==> src/rtl/sd_sector_sched.sv <==
// sd_sector_sched
//   Shares the single SD sector reader between two burst requesters,
//   A (cartridge ROM loader) and B (save/backup loader). Each request is a
//   start LBA plus a sector count; bursts are served one sector at a time on
//   consecutive LBAs, round-robin between requesters at burst granularity.
//   Every byte returned by the reader is retagged with the owning requester
//   and its byte offset within the burst.
//
// Ports
//   clk, rst                 clock, asynchronous active-high reset
//   a_req/a_lba/a_cnt        requester A start strobe, start sector, count
//   a_busy, a_done           A pending/in service, one-cycle burst-complete
//   b_*                      same as A for requester B
//   sd_rstart, sd_rsector    read start pulse and sector number to the reader
//   sd_rbusy, sd_rdone       reader not-ready level and sector-complete pulse
//   sd_outen/addr/byte       reader byte strobe, byte index, byte value
//   dout_en/id/off/byte      tagged byte stream, one cycle after the reader
module sd_sector_sched #(
    parameter int CNT_W = 16
) (
    input  logic               clk,
    input  logic               rst,
    input  logic               a_req,
    input  logic [31:0]        a_lba,
    input  logic [CNT_W-1:0]   a_cnt,
    output logic               a_busy,
    output logic               a_done,
    input  logic               b_req,
    input  logic [31:0]        b_lba,
    input  logic [CNT_W-1:0]   b_cnt,
    output logic               b_busy,
    output logic               b_done,
    output logic               sd_rstart,
    output logic [31:0]        sd_rsector,
    input  logic               sd_rbusy,
    input  logic               sd_rdone,
    input  logic               sd_outen,
    input  logic [8:0]         sd_outaddr,
    input  logic [7:0]         sd_outbyte,
    output logic               dout_en,
    output logic               dout_id,
    output logic [CNT_W+8:0]   dout_off,
    output logic [7:0]         dout_byte
);

    typedef enum logic [2:0] {
        IDLE      = 3'd0,
        ISSUE     = 3'd1,
        WAIT_ACK  = 3'd2,
        WAIT_DONE = 3'd3,
        WAIT_RDY  = 3'd4
    } state_t;

    localparam logic [CNT_W-1:0] CNT_ZERO = {CNT_W{1'b0}};
    localparam logic [CNT_W-1:0] CNT_ONE  = {{(CNT_W-1){1'b0}}, 1'b1};

    state_t             state_q, state_d;
    logic               pend_a_q, pend_a_d;
    logic               pend_b_q, pend_b_d;
    logic [31:0]        a_lba_q, a_lba_d;
    logic [31:0]        b_lba_q, b_lba_d;
    logic [CNT_W-1:0]   a_cnt_q, a_cnt_d;
    logic [CNT_W-1:0]   b_cnt_q, b_cnt_d;
    logic               last_grant_q, last_grant_d;
    logic               grant_q, grant_d;
    logic [31:0]        cur_lba_q, cur_lba_d;
    logic [CNT_W-1:0]   remaining_q, remaining_d;
    logic [CNT_W-1:0]   sector_idx_q, sector_idx_d;
    logic               a_done_q, a_done_d;
    logic               b_done_q, b_done_d;
    logic               rstart_q, rstart_d;
    logic               dout_en_q, dout_en_d;
    logic               dout_id_q, dout_id_d;
    logic [CNT_W+8:0]   dout_off_q, dout_off_d;
    logic [7:0]         dout_byte_q, dout_byte_d;

    logic               pick_b_s;
    logic [CNT_W-1:0]   sel_cnt_s;

    // Next-state: request capture, arbitration and burst sequencing.
    always_comb begin
        state_d      = state_q;
        pend_a_d     = pend_a_q;
        pend_b_d     = pend_b_q;
        a_lba_d      = a_lba_q;
        b_lba_d      = b_lba_q;
        a_cnt_d      = a_cnt_q;
        b_cnt_d      = b_cnt_q;
        last_grant_d = last_grant_q;
        grant_d      = grant_q;
        cur_lba_d    = cur_lba_q;
        remaining_d  = remaining_q;
        sector_idx_d = sector_idx_q;
        a_done_d     = 1'b0;
        b_done_d     = 1'b0;
        pick_b_s     = 1'b0;
        sel_cnt_s    = CNT_ZERO;

        // Capture a new request only when the requester has nothing pending;
        // a pending request can never be cleared in the same cycle, so the
        // two updates of pend_x below never collide.
        if (a_req && !pend_a_q) begin
            pend_a_d = 1'b1;
            a_lba_d  = a_lba;
            a_cnt_d  = a_cnt;
        end else begin
            pend_a_d = pend_a_q;
        end
        if (b_req && !pend_b_q) begin
            pend_b_d = 1'b1;
            b_lba_d  = b_lba;
            b_cnt_d  = b_cnt;
        end else begin
            pend_b_d = pend_b_q;
        end

        case (state_q)
            IDLE: begin
                if (!sd_rbusy && (pend_a_q || pend_b_q)) begin
                    // On a tie, B wins only if A had the previous grant.
                    pick_b_s     = pend_b_q && (!pend_a_q || !last_grant_q);
                    sel_cnt_s    = pick_b_s ? b_cnt_q : a_cnt_q;
                    grant_d      = pick_b_s;
                    last_grant_d = pick_b_s;
                    cur_lba_d    = pick_b_s ? b_lba_q : a_lba_q;
                    remaining_d  = sel_cnt_s;
                    sector_idx_d = CNT_ZERO;
                    if (sel_cnt_s == CNT_ZERO) begin
                        // Empty burst completes without touching the reader.
                        if (pick_b_s) begin
                            b_done_d = 1'b1;
                            pend_b_d = 1'b0;
                        end else begin
                            a_done_d = 1'b1;
                            pend_a_d = 1'b0;
                        end
                        state_d = IDLE;
                    end else begin
                        state_d = ISSUE;
                    end
                end else begin
                    state_d = IDLE;
                end
            end
            ISSUE: begin
                state_d = WAIT_ACK;
            end
            WAIT_ACK: begin
                if (sd_rbusy) begin
                    state_d = WAIT_DONE;
                end else begin
                    state_d = WAIT_ACK;
                end
            end
            WAIT_DONE: begin
                if (sd_rdone) begin
                    remaining_d  = remaining_q - CNT_ONE;
                    sector_idx_d = sector_idx_q + CNT_ONE;
                    if (remaining_q == CNT_ONE) begin
                        if (grant_q) begin
                            b_done_d = 1'b1;
                            pend_b_d = 1'b0;
                        end else begin
                            a_done_d = 1'b1;
                            pend_a_d = 1'b0;
                        end
                        state_d = IDLE;
                    end else begin
                        // LBA arithmetic wraps naturally at 2^32.
                        cur_lba_d = cur_lba_q + 32'd1;
                        state_d   = WAIT_RDY;
                    end
                end else begin
                    state_d = WAIT_DONE;
                end
            end
            WAIT_RDY: begin
                if (!sd_rbusy) begin
                    state_d = ISSUE;
                end else begin
                    state_d = WAIT_RDY;
                end
            end
            default: begin
                state_d = IDLE;
            end
        endcase
    end

    // Output-side next values: start pulse and the retagged byte stream.
    always_comb begin
        rstart_d    = (state_d == ISSUE);
        dout_en_d   = sd_outen && (state_q == WAIT_DONE);
        dout_id_d   = grant_q;
        dout_off_d  = {sector_idx_q, sd_outaddr};
        dout_byte_d = sd_outbyte;
    end

    // State and datapath registers.
    always_ff @(posedge clk or posedge rst) begin
        if (rst) begin
            state_q      <= IDLE;
            pend_a_q     <= 1'b0;
            pend_b_q     <= 1'b0;
            a_lba_q      <= 32'd0;
            b_lba_q      <= 32'd0;
            a_cnt_q      <= CNT_ZERO;
            b_cnt_q      <= CNT_ZERO;
            last_grant_q <= 1'b1;
            grant_q      <= 1'b0;
            cur_lba_q    <= 32'd0;
            remaining_q  <= CNT_ZERO;
            sector_idx_q <= CNT_ZERO;
            a_done_q     <= 1'b0;
            b_done_q     <= 1'b0;
            rstart_q     <= 1'b0;
            dout_en_q    <= 1'b0;
            dout_id_q    <= 1'b0;
            dout_off_q   <= {(CNT_W+9){1'b0}};
            dout_byte_q  <= 8'd0;
        end else begin
            state_q      <= state_d;
            pend_a_q     <= pend_a_d;
            pend_b_q     <= pend_b_d;
            a_lba_q      <= a_lba_d;
            b_lba_q      <= b_lba_d;
            a_cnt_q      <= a_cnt_d;
            b_cnt_q      <= b_cnt_d;
            last_grant_q <= last_grant_d;
            grant_q      <= grant_d;
            cur_lba_q    <= cur_lba_d;
            remaining_q  <= remaining_d;
            sector_idx_q <= sector_idx_d;
            a_done_q     <= a_done_d;
            b_done_q     <= b_done_d;
            rstart_q     <= rstart_d;
            dout_en_q    <= dout_en_d;
            dout_id_q    <= dout_id_d;
            dout_off_q   <= dout_off_d;
            dout_byte_q  <= dout_byte_d;
        end
    end

    // busy is the pending flag itself, so it falls in the done-pulse cycle.
    assign a_busy     = pend_a_q;
    assign b_busy     = pend_b_q;
    assign a_done     = a_done_q;
    assign b_done     = b_done_q;
    assign sd_rstart  = rstart_q;
    assign sd_rsector = cur_lba_q;
    assign dout_en    = dout_en_q;
    assign dout_id    = dout_id_q;
    assign dout_off   = dout_off_q;
    assign dout_byte  = dout_byte_q;

endmodule

==> config.mk <==
export PLATFORM = sky130hd
export DESIGN_NAME = sd_sector_sched
export DESIGN_NICKNAME = d
export VERILOG_FILES = /design/src/rtl/sd_sector_sched.sv
export SDC_FILE = /design/constraint.sdc
export NUM_CORES = 1
export LEC_CHECK = 0
export ABC_AREA = 0
export CAP_MARGIN = 30
export CORE_MARGIN = 2
export CORE_UTILIZATION = 43
export CTS_CLUSTER_SIZE = 25
export DETAILED_ROUTE_END_ITERATION = 10
export MAX_ROUTING_LAYER = met4
export PLACE_DENSITY = 0.71
export SYNTH_ARGS = -nofsm -noshare
export SYNTH_HDL_FRONTEND = slang
export SYNTH_SLANG_ARGS = --single-unit
==> constraint.sdc <==
create_clock -name clk -period 6.7 [get_ports clk]
set_input_delay 1.34 -clock clk [delete_from_list [all_inputs] [get_ports clk]]
set_output_delay 1.34 -clock clk [all_outputs]
set_load 0.05 [all_outputs]
==> results.txt <==
sequential fraction of the synthesis area: 54.3%
Post-synth EDFFs: 0
Finished Cell Area: 12,300 um2
gr usage total: 21.4%
CP max stage delay: 0.88 ns
Util after Layout: 56.6%
status: finished, final reports clean
Critical Path Start: a_busy$_DFF_PP0_
Reg area: 5130 um2
Initial DRC Count: 525
Hold Buf Count CTS: 0
synthesized instance count: 871
total die area: 23,200 um2
Final min period: 3.31 ns
Post-CTS Setup Inserts: 0
critical path depth: 1
die height: 152 um
Multi-input gate area: 3980 um2
Antenna diodes: 0
launching point of the worst reg2reg path: state_q[2]$_DFF_PP0_
Crit-path slowest cell: clkdlybuf4s50_1
core area: 21,700 um2
Cell Area, Placed: 11,500 um2
#FFs+latches synth: 205
Crit path buffers/inverters: 1
period utilisation layout: 49.4%
Routability Congestion: 0.880
GRT overflow: 0
Hold WC Path Type: reg -> reg
clk slew on worst S/H paths: 0.06 ns
maximum net fanout on the critical path: 7
Initial Util: 43.5%
DR pass1 iterations: 4
Synth cell types: 65
Rows: 54
Leak: 5.17 nW
reg2reg end: sd_rsector[23]$_DFFE_PP0P_
Ys Warns: 0
Syn-to-layout area delta: 30.1%
fillcell total: 1,860
R2R setup slack: 3.85 ns
Peak Freq: 302 MHz
slew at the pin closest to its max-slew limit: 0.893 ns
Avg WL per Cell: 18.2 um
Worst Clk Skew: 0.0241 ns
asr flop ratio synth: 100%
setup TNS: 0 ns
die width: 152 um
CP top delay family: buffers and inverters
CTS tree: done
clock sinks: 205
via density per instance: 5.53
Antenna Nets Post-Route: 0
total CTS buffers: 24
H-tree Lvls: 1
Final Max Slew Viols: 0
final hold vios: 0
Power Density: 408 nW/um2
CTS max path bufs: 3
Ports: 192
WP data required: 5.36 ns
DR vias: 7,385
vias in the first global route: 7,264
Final HPWL DP: 16.3 mm
IO Port Bufs: 191
Final setup viols: 0
maximum vdd drop: 196 uV
FF-to-FF path depth: 6
drt drc: 0
root buf cell: clkbuf_16
post-cts resize count: 0
Avg Cell Area, Syn: 10.8 um2
CP Cell Sequence: clkdlybuf4s50_1
initial antenna violation count: 0
Final nets: 1,165
area of the mapped netlist: 9440 um2
max_cap viols: 0
worst-skew pair later-pin latency: 0.52 ns
relative slew slack: 40.5%
syn_nets: 995
first-pass GRT wire length: 39.6 mm
WP data arrival: 1.97 ns
pin count of the biggest net entering global routing: 119
Setup crit start kind: register
Critical Setup Path Class: reg -> out
routed wire length: 24.3 mm
CP Capture Type: output port
RSZ-0062 raised after global routing: no
Worst setup endpoint: a_busy
ys flop type: dfrtp_1
share of cells above drive strength 1: 15.6%
==> registers in the layout, indices dropped and copies added (netlist names), 3 cells and up <==
register,cells
b_lba_q,32
state_q,3
sd_rsector,32
a_lba_q,32
a_cnt_q,16
dout_byte,8
remaining_q,16
sector_idx_q,16
b_cnt_q,16
dout_off,25
==> worst min path at each step <==
stage / cells after the start / from / slack [ns] / to
detailed placement: 0 / sector_idx_q[11]$_DFFE_PP0P_ / 0.38 / dout_off[20]$_DFF_PP0_
finish: 0 / sector_idx_q[11]$_DFFE_PP0P_ / 0.38 / dout_off[20]$_DFF_PP0_
CTS: 0 / sector_idx_q[11]$_DFFE_PP0P_ / 0.39 / dout_off[20]$_DFF_PP0_
floorplan: 0 / sector_idx_q[11]$_DFFE_PP0P_ / 0.35 / dout_off[20]$_DFF_PP0_
global route: 0 / sector_idx_q[11]$_DFFE_PP0P_ / 0.40 / dout_off[20]$_DFF_PP0_
global placement: 0 / sector_idx_q[11]$_DFFE_PP0P_ / 0.37 / dout_off[20]$_DFF_PP0_
==> report_power, final <==
group	switching [mW]	leakage [nW]	internal [mW]	total, mW
Clock	0.507	0.371	0.750	1.26
Combinational	1.22	2.25	0.723	1.95
Sequential	0.309	2.54	1.50	1.81
Total	2.04	5.17	2.97	5.01
==> routing by layer <==
layer / vias up / share of wire (%) / GRT usage, %
met5: - / 0 / -
li1: 3508 / - / -
met2: 229 / 45 / 31.7
met1: 3612 / 48 / 31.4
met4: 0 / 1.8 / 4.85
met3: 36 / 5.3 / 3.10
==> Yosys cell counts (3+ instances only) <==
master	number	share of area (%)
nor2_1	55	2.2
nand2_1	105	4.2
buf_2	16	0.85
buf_1	10	0.40
nand4_1	25	1.7
a32oi_1	4	0.37
and3_1	17	1.1
a2bb2oi_1	8	0.74
or3_1	5	0.33
nand3_1	43	2.3
ha_1	4	0.53
dfrtp_1	204	54
a31oi_1	14	0.93
inv_1	11	0.44
and2_1	6	0.40
clkbuf_1	20	0.80
nor3_1	11	0.58
mux2_2	96	11
nor4_1	10	0.66
o21ai_0	43	2.3
nor2b_1	3	0.20
a22o_1	3	0.28
buf_4	4	0.32
a211oi_1	6	0.48
buf_6	7	0.83
mux2i_1	7	0.74
a21oi_1	56	3.0
xor2_1	10	0.93
o21a_1	3	0.24
o22a_1	16	1.5
nor4_4	4	0.90
and4_1	4	0.37
==> kinds of logic after synthesis <==
group / share of synthesized area, %
compound gates: 11.8
xor+xnor: 1.02
fa+ha+maj: 0.530
buf+inv: 3.78
flops: 54.3
mux: 12.2
simple gates: 16.3
==> layout make-up <==
class,instances,area share (%)
Sequential cell,205,41.8
Multi-Input combinational cell,597,32.4
Timing Repair Buffer,202,16.3
Clock buffer,34,5.60
Tap cell,280,2.85
Clock inverter,7,0.622
Inverter,11,0.367
==> metrics by stage <==
step / hold WS [ns] / cells / setup slack, ns / power, mW
6_report: 0.385 / 1336 / 3.39 / 5.01
5_1_grt: 0.397 / 1336 / 3.34 / 5.30
4_1_cts: 0.390 / 1336 / 3.37 / 5.05
3_5_place_dp: 0.376 / 1295 / 3.03 / 3.77
3_3_place_gp: 0.367 / 1295 / 3.11 / 3.73
2_1_floorplan: 0.354 / 871 / 2.70 / 3.16
==> placed cells by master, fill, tap and decap left out, types with 6 or more instances in the layout <==
cell / n
a211oi_1: 6
a21oi_1: 56
a2bb2oi_1: 8
a31oi_1: 14
and2_1: 6
and3_1: 17
buf_4: 10
clkbuf_16: 24
clkdlybuf4s50_1: 191
dfrtp_1: 204
inv_1: 10
mux2_2: 96
mux2i_1: 7
nand2_1: 105
nand3_1: 43
nand4_1: 25
nor2_1: 55
nor3_1: 11
nor4_1: 10
o21ai_0: 43
o22a_1: 16
xor2_1: 10
Note: power is estimated with default switching activity, not from simulation.
